===== src/rtl/mem_stage.sv =====
// Memory stage: drives load/store onto the data bus and registers the writeback bundle for WB.
// Latency: 1 cycle for ALU ops, 2 cycles minimum for memory ops (plus bus wait states).
// Backpressure: mem_stall holds EX/ID while an access is being issued or is outstanding.
module mem_stage #(
    parameter int CPU_WIDTH = 16,
    parameter int REG_AW    = 3,
    parameter int TIMEOUT   = 15
) (
    input  logic                 clk,
    input  logic                 rst,
    input  logic                 in_valid,
    input  logic                 flush,
    input  logic [CPU_WIDTH-1:0] ALUout,
    input  logic [CPU_WIDTH-1:0] RD,
    input  logic [REG_AW-1:0]    rd_addr,
    input  logic                 MemRead,
    input  logic                 MemWrite,
    input  logic                 RegWrite,
    output logic                 mem_stall,
    output logic                 dbus_req,
    output logic                 dbus_we,
    output logic [CPU_WIDTH-1:0] dbus_addr,
    output logic [CPU_WIDTH-1:0] dbus_wdata,
    input  logic [CPU_WIDTH-1:0] dbus_rdata,
    input  logic                 dbus_ack,
    output logic                 wb_valid,
    output logic                 wb_en,
    output logic [REG_AW-1:0]    wb_addr,
    output logic [CPU_WIDTH-1:0] wb_data,
    output logic                 bus_fault
);

    localparam int CW = $clog2(TIMEOUT + 1);

    typedef enum logic {IDLE, ACCESS} state_t;

    state_t                state_q;
    logic [CW-1:0]         cnt_q;
    logic [REG_AW-1:0]     dst_addr_q;
    logic                  dst_wen_q;
    logic                  dbus_req_q;
    logic                  dbus_we_q;
    logic [CPU_WIDTH-1:0]  dbus_addr_q;
    logic [CPU_WIDTH-1:0]  dbus_wdata_q;
    logic                  wb_valid_q;
    logic                  wb_en_q;
    logic [REG_AW-1:0]     wb_addr_q;
    logic [CPU_WIDTH-1:0]  wb_data_q;
    logic                  bus_fault_q;

    logic accept;
    logic mem_op;

    assign accept    = (state_q == IDLE) && in_valid && !flush;
    assign mem_op    = MemRead || MemWrite;
    // Stall on the issue cycle too, so EX never moves past a memory op before it is latched.
    assign mem_stall = (state_q == ACCESS) || (accept && mem_op);

    assign dbus_req   = dbus_req_q;
    assign dbus_we    = dbus_we_q;
    assign dbus_addr  = dbus_addr_q;
    assign dbus_wdata = dbus_wdata_q;
    assign wb_valid   = wb_valid_q;
    assign wb_en      = wb_en_q;
    assign wb_addr    = wb_addr_q;
    assign wb_data    = wb_data_q;
    assign bus_fault  = bus_fault_q;

    // Access FSM with registered bus and writeback outputs; pulses default low every cycle.
    always_ff @(posedge clk or posedge rst) begin
        if (rst) begin
            state_q      <= IDLE;
            cnt_q        <= '0;
            dst_addr_q   <= '0;
            dst_wen_q    <= 1'b0;
            dbus_req_q   <= 1'b0;
            dbus_we_q    <= 1'b0;
            dbus_addr_q  <= '0;
            dbus_wdata_q <= '0;
            wb_valid_q   <= 1'b0;
            wb_en_q      <= 1'b0;
            wb_addr_q    <= '0;
            wb_data_q    <= '0;
            bus_fault_q  <= 1'b0;
        end else begin
            wb_valid_q  <= 1'b0;
            bus_fault_q <= 1'b0;
            case (state_q)
                IDLE: begin
                    if (accept) begin
                        if (mem_op) begin
                            state_q      <= ACCESS;
                            cnt_q        <= '0;
                            dbus_req_q   <= 1'b1;
                            dbus_we_q    <= MemWrite;
                            dbus_addr_q  <= ALUout;
                            dbus_wdata_q <= RD;
                            dst_addr_q   <= rd_addr;
                            // A store (even with MemRead also set) never writes a register.
                            dst_wen_q    <= RegWrite && !MemWrite;
                        end else begin
                            wb_valid_q <= 1'b1;
                            wb_en_q    <= RegWrite;
                            wb_addr_q  <= rd_addr;
                            wb_data_q  <= ALUout;
                        end
                    end
                end
                ACCESS: begin
                    if (dbus_ack) begin
                        state_q    <= IDLE;
                        cnt_q      <= '0;
                        dbus_req_q <= 1'b0;
                        wb_valid_q <= 1'b1;
                        wb_addr_q  <= dst_addr_q;
                        if (dbus_we_q) begin
                            wb_en_q   <= 1'b0;
                            wb_data_q <= dbus_addr_q;
                        end else begin
                            wb_en_q   <= dst_wen_q;
                            wb_data_q <= dbus_rdata;
                        end
                    end else if (cnt_q == CW'(TIMEOUT - 1)) begin
                        // Give up: retire the instruction without a register write.
                        state_q     <= IDLE;
                        cnt_q       <= '0;
                        dbus_req_q  <= 1'b0;
                        bus_fault_q <= 1'b1;
                        wb_valid_q  <= 1'b1;
                        wb_en_q     <= 1'b0;
                        wb_addr_q   <= dst_addr_q;
                        wb_data_q   <= dbus_addr_q;
                    end else begin
                        cnt_q <= cnt_q + CW'(1);
                    end
                end
                default: state_q <= IDLE;
            endcase
        end
    end

endmodule


===== config.mk =====
export PLATFORM = sky130hd
export DESIGN_NAME = mem_stage
export DESIGN_NICKNAME = d
export VERILOG_FILES = /design/src/rtl/mem_stage.sv
export SDC_FILE = /design/constraint.sdc
export NUM_CORES = 1
export LEC_CHECK = 0
export ABC_AREA = 1
export CORE_MARGIN = 2
export CORE_UTILIZATION = 46
export CTS_BUF_LIST = sky130_fd_sc_hd__clkbuf_4
export CTS_CLUSTER_DIAMETER = 50
export CTS_CLUSTER_SIZE = 28
export DETAILED_ROUTE_END_ITERATION = 16
export PLACE_DENSITY = 0.88
export SLEW_MARGIN = 15
export SYNTH_ARGS = -nofsm -noshare
export SYNTH_HDL_FRONTEND = slang
export SYNTH_SLANG_ARGS = --single-unit

===== constraint.sdc =====
create_clock -name clk -period 2.6 [get_ports clk]
set_input_delay 0.52 -clock clk [delete_from_list [all_inputs] [get_ports clk]]
set_output_delay 0.52 -clock clk [all_outputs]
set_load 0.02 [all_outputs]

[Yosys cells after proc, flatten, opt, wreduce, memory -nomap -nowiden]
Cells that the tools add are included.
Cells by class
  add/subtract/negate cells: 1
  eq/ne operators: 5
  mux-type cells: 38
  bitwise gates (word level): 1
  reduce and logical (&&, ||, !) cells: 12
Operators with widths (number)
  $mux 16: 5
  $pmux 16 s2: 1
  $mux 1: 18
  $mux 4: 4
  $mux 3: 4
  $reduce_and 3->1: 3
  $pmux 1 s2: 4
  $pmux 4 s2: 1
  $ne 2x2->1 const B: 3
  $pmux 3 s2: 1
  $add 4x1->4 const B: 1
  $eq 4x4->1 const B: 1
  $logic_and 1x1->1: 4
  $ne 3x2->1 const B: 1
  $logic_not 1->1: 2
  $logic_or 1x1->1: 2
  $reduce_and 2->1: 1
  $not 1->1: 1
Storage, ports and cells
  flip-flop bits (word level): 65
  input port bits: 59
  output and inout port bits: 57
  word-level logic and storage cells: 70

[Longest topological paths before layout]
  depth in word-level cells: 5
  gate-level depth with buffers: 9
  mapped depth without buffers: 8

[Least setup slack after synthesis]
Ideal clock, no wire load.
  kind: input -> output
  from: input port in_valid
  to: output port mem_stall
  data arrival time: 1.162 ns
  required time: 2.080 ns
  slack: 0.918 ns
  stages: 6
  path buffers: 0
  path through: inv_1 nor2_1 nand2_2 nor2_8 nor2_1 inv_1
On the way
  longest elaborated chain between the ends: 4
RTL lines
  from (decl): line 11  | input logic in_valid,
  $logic_and 1x1->1 (2 in series): line 54  | assign accept = (state_q == IDLE) && in_valid && !flush;
  $logic_and 1x1->1: line 57  | assign mem_stall = (state_q == ACCESS) || (accept && mem_op);
  $logic_or 1x1->1: line 57
  to (decl): line 19  | output logic mem_stall,
No other way between the ends.

[Final worst setup path]
Ends and elaborated chain as after synthesis.

==> out/results.ini <==
[outcome]
status=complete, no violations

[synthesis]
seq_area_frac_synth=0.518
synth_cells=405
yosys_warnings=0
synth_most_common_cell=nand2_1
avgSynthCellArea_um2=7.75
ys_types=24
ys_top_cells_by_area=dfrtp_1, nand2_1, nand3_1, inv_1, o21ai_0
syn-num-nets=466
syn_area_um2=3140
yosysTopAreaCellShare=0.518
async_reset_ff_frac=1.00
synth_edf_count=0
synthFlopType=dfrtp_1
yosysTopAreaCell=dfrtp_1
ys_ff_latch=65
synth_commonest_cells=nand2_1, dfrtp_1, nand3_1, inv_1, o21ai_0

[cts]
clk_path_buf_depth=2
numCtsBuffers=9
clock_sinks=65
clock_latency_ps=420
clk_pin_slew_worst_paths_ps=110
cts_tree=built
clockRootBuffer=clkbuf_4
cts.htree.levels=3

[finish]
area_delta_synth_final_pct=43.0
drive_above_1_share=0.0722
stdcell_count=606
final_nets=582
n_antenna_cell=0

[placement]
dp_hpwl_um=6190
portBuffers=115
place.gp.congestion=0.793
dp_slack_ps=-88.5
dp_cells=590

[global_routing]
grt_start_max_net_pins=66
grt_pass1_vias=3140
grt_pass1_wl_um=14700
grt_overflow_total=0
track_usage=0.252
antenna_found_initial=0

[drt]
ant_nets=0
drt-vias-per-instance=5.12
vias=3100
drc_errors=0
first_pass_iters=7
drt-wirelength-per-cell_um=14.6
routed_wl_um=8840
first_iter_violations=203

[floorplan]
initial_utilization=0.470
coreArea_um2=6680
rows=30
dieWidth_um=86.6
ioPinCount=116
die_area_um2=7500
die_h_um=86.6

[timing]
fin_crit_sh=0.928
worst_pin_slew_ps=491
finalCriticalPeriod_ps=2410
hold_viol_final=0
fin_skew_ps=12.5
setup_ws_ps=188
slew_headroom=0.673
fmax_mhz=415
whs_ps=482
finalSetupViolCount=0
slew_violations=0
rsz0062_at_grt=false

[pwr]
powerDensity_nw_per_um2=752
p_leak_nw=2.31
vdd_drop_max_mv=0.414

[min_path]
hold_class=in -> async

[setup_path]
critPathMaxStageDelay_ps=460
critPathBufInv=5
cp.arrival_ps=1890
required_ps=2080
crit_chain=clkdlybuf4s50_1 > inv_1 > nor2_1 > nand2_2 > nor2_8 > nor2_1 > buf_4 > inv_1 > dlygate4sd2_1
critPathCaptureType=primary output
crit_family=buffers and inverters
start_kind=primary input
cp_max_fo=5
slowest_stage=clkdlybuf4s50_1
critPathKind=in -> out

[job]
maxCapViolations=0

-- path summary, 6_finish.rpt --
| path | to | from | slack [ps] | depth (start not counted) |
|---|---|---|---|---|
| max in group asynchronous | dbus_addr[13]$_DFFE_PP0P_ | rst | 1830 | 3 |
| worst min-delay path | cnt_q[2]$_DFFE_PP0P_ | rst | 480 | 3 |
| min in group clk | dbus_wdata[11]$_DFFE_PP0P_ | dbus_wdata[11]$_DFFE_PP0P_ | 480 | 2 |
| worst max register to register | dst_addr_q[2]$_DFFE_PP0P_ | state_q$_DFF_PP0_ | 740 | 7 |
| worst min register to register | dbus_wdata[11]$_DFFE_PP0P_ | dbus_wdata[11]$_DFFE_PP0P_ | 480 | 2 |
| worst max-delay path | mem_stall | in_valid | 190 | 9 |
-- sequential cells by signal, indices dropped and copies added (netlist names), 3 cells and up --
register    flops
dbus_addr      16
dst_addr_q      3
wb_addr         3
cnt_q           4
wb_data        16
dbus_wdata     16
-- routing by layer --
metal | GRT usage | vias up | routed length (um)
li1 | - | 1486 | -
met4 | 0.104 | 0 | 213
met2 | 0.411 | 158 | 4100
met1 | 0.315 | 1437 | 3620
met3 | 0.0714 | 19 | 902
met5 | 0 | - | 0
-- through the flow --
stage | area (um^2) | total power (W) | utilization | setup TNS, ps
3_5_place_dp | 4350 | 0.00270 | 0.651 | -88.5
4_1_cts | 4490 | 0.00340 | 0.672 | 0
5_1_grt | 4490 | 0.00358 | 0.672 | 0
6_report | 4490 | 0.00338 | 0.672 | 0
2_1_floorplan | 3140 | 0.00204 | - | 0
3_3_place_gp | 4350 | 0.00267 | 0.651 | -91.5
-- worst register-to-register path, stage by stage (launching register included) --
cell and delay (ps):
dfrtp_1 440, inv_6 170, nand2_2 110, nor2_8 90
buf_4 420, inv_2 320, nand2_1 120, o21ai_0 90
-- power by group --
group | internal (W) | switching (W)
Clock | 0.000330 | 0.000375
Sequential | 0.00124 | 0.000146
Combinational | 0.000598 | 0.000691
-- cells in the final DEF, fill, tap and decap left out, types with 2 or more instances in the layout --
cell type / synthesis / final
clkbuf_4: 0 / 12
inv_2: 2 / 3
inv_6: 1 / 2
nand3_1: 55 / 55
nand2_2: 3 / 3
nand2_1: 180 / 180
buf_4: 4 / 10
o21ai_0: 22 / 22
ha_1: 2 / 2
dfrtp_1: 65 / 65
inv_1: 41 / 40
nor2_1: 2 / 2
clkdlybuf4s50_1: 0 / 114
o21ai_1: 2 / 2
-- final cells by class --
cell class                 count  area (um^2)
clock buffer                  12         90.1
clock inverter                 4         52.6
tap                           80          100
sequential                    65         1630
multi-input combinational    275         1210
fill                         559         2190
timing repair buffer         126         1240
inverter                      44          170
-- repair_timing --
action,4_1_cts,5_1_grt
gates resized for setup,1,0
hold buffers,0,0
endpoints found under the setup margin,1,0
setup buffers,0,0
-- kinds of logic after synthesis --
group,count (synthesis),synth area share
simple gates,247,0.333
buf+inv,65,0.0980
flops,65,0.518
compound gates,25,0.0406
fa+ha+maj,2,0.00797
xor+xnor,1,0.00279
(Power assumes the default switching activity.)
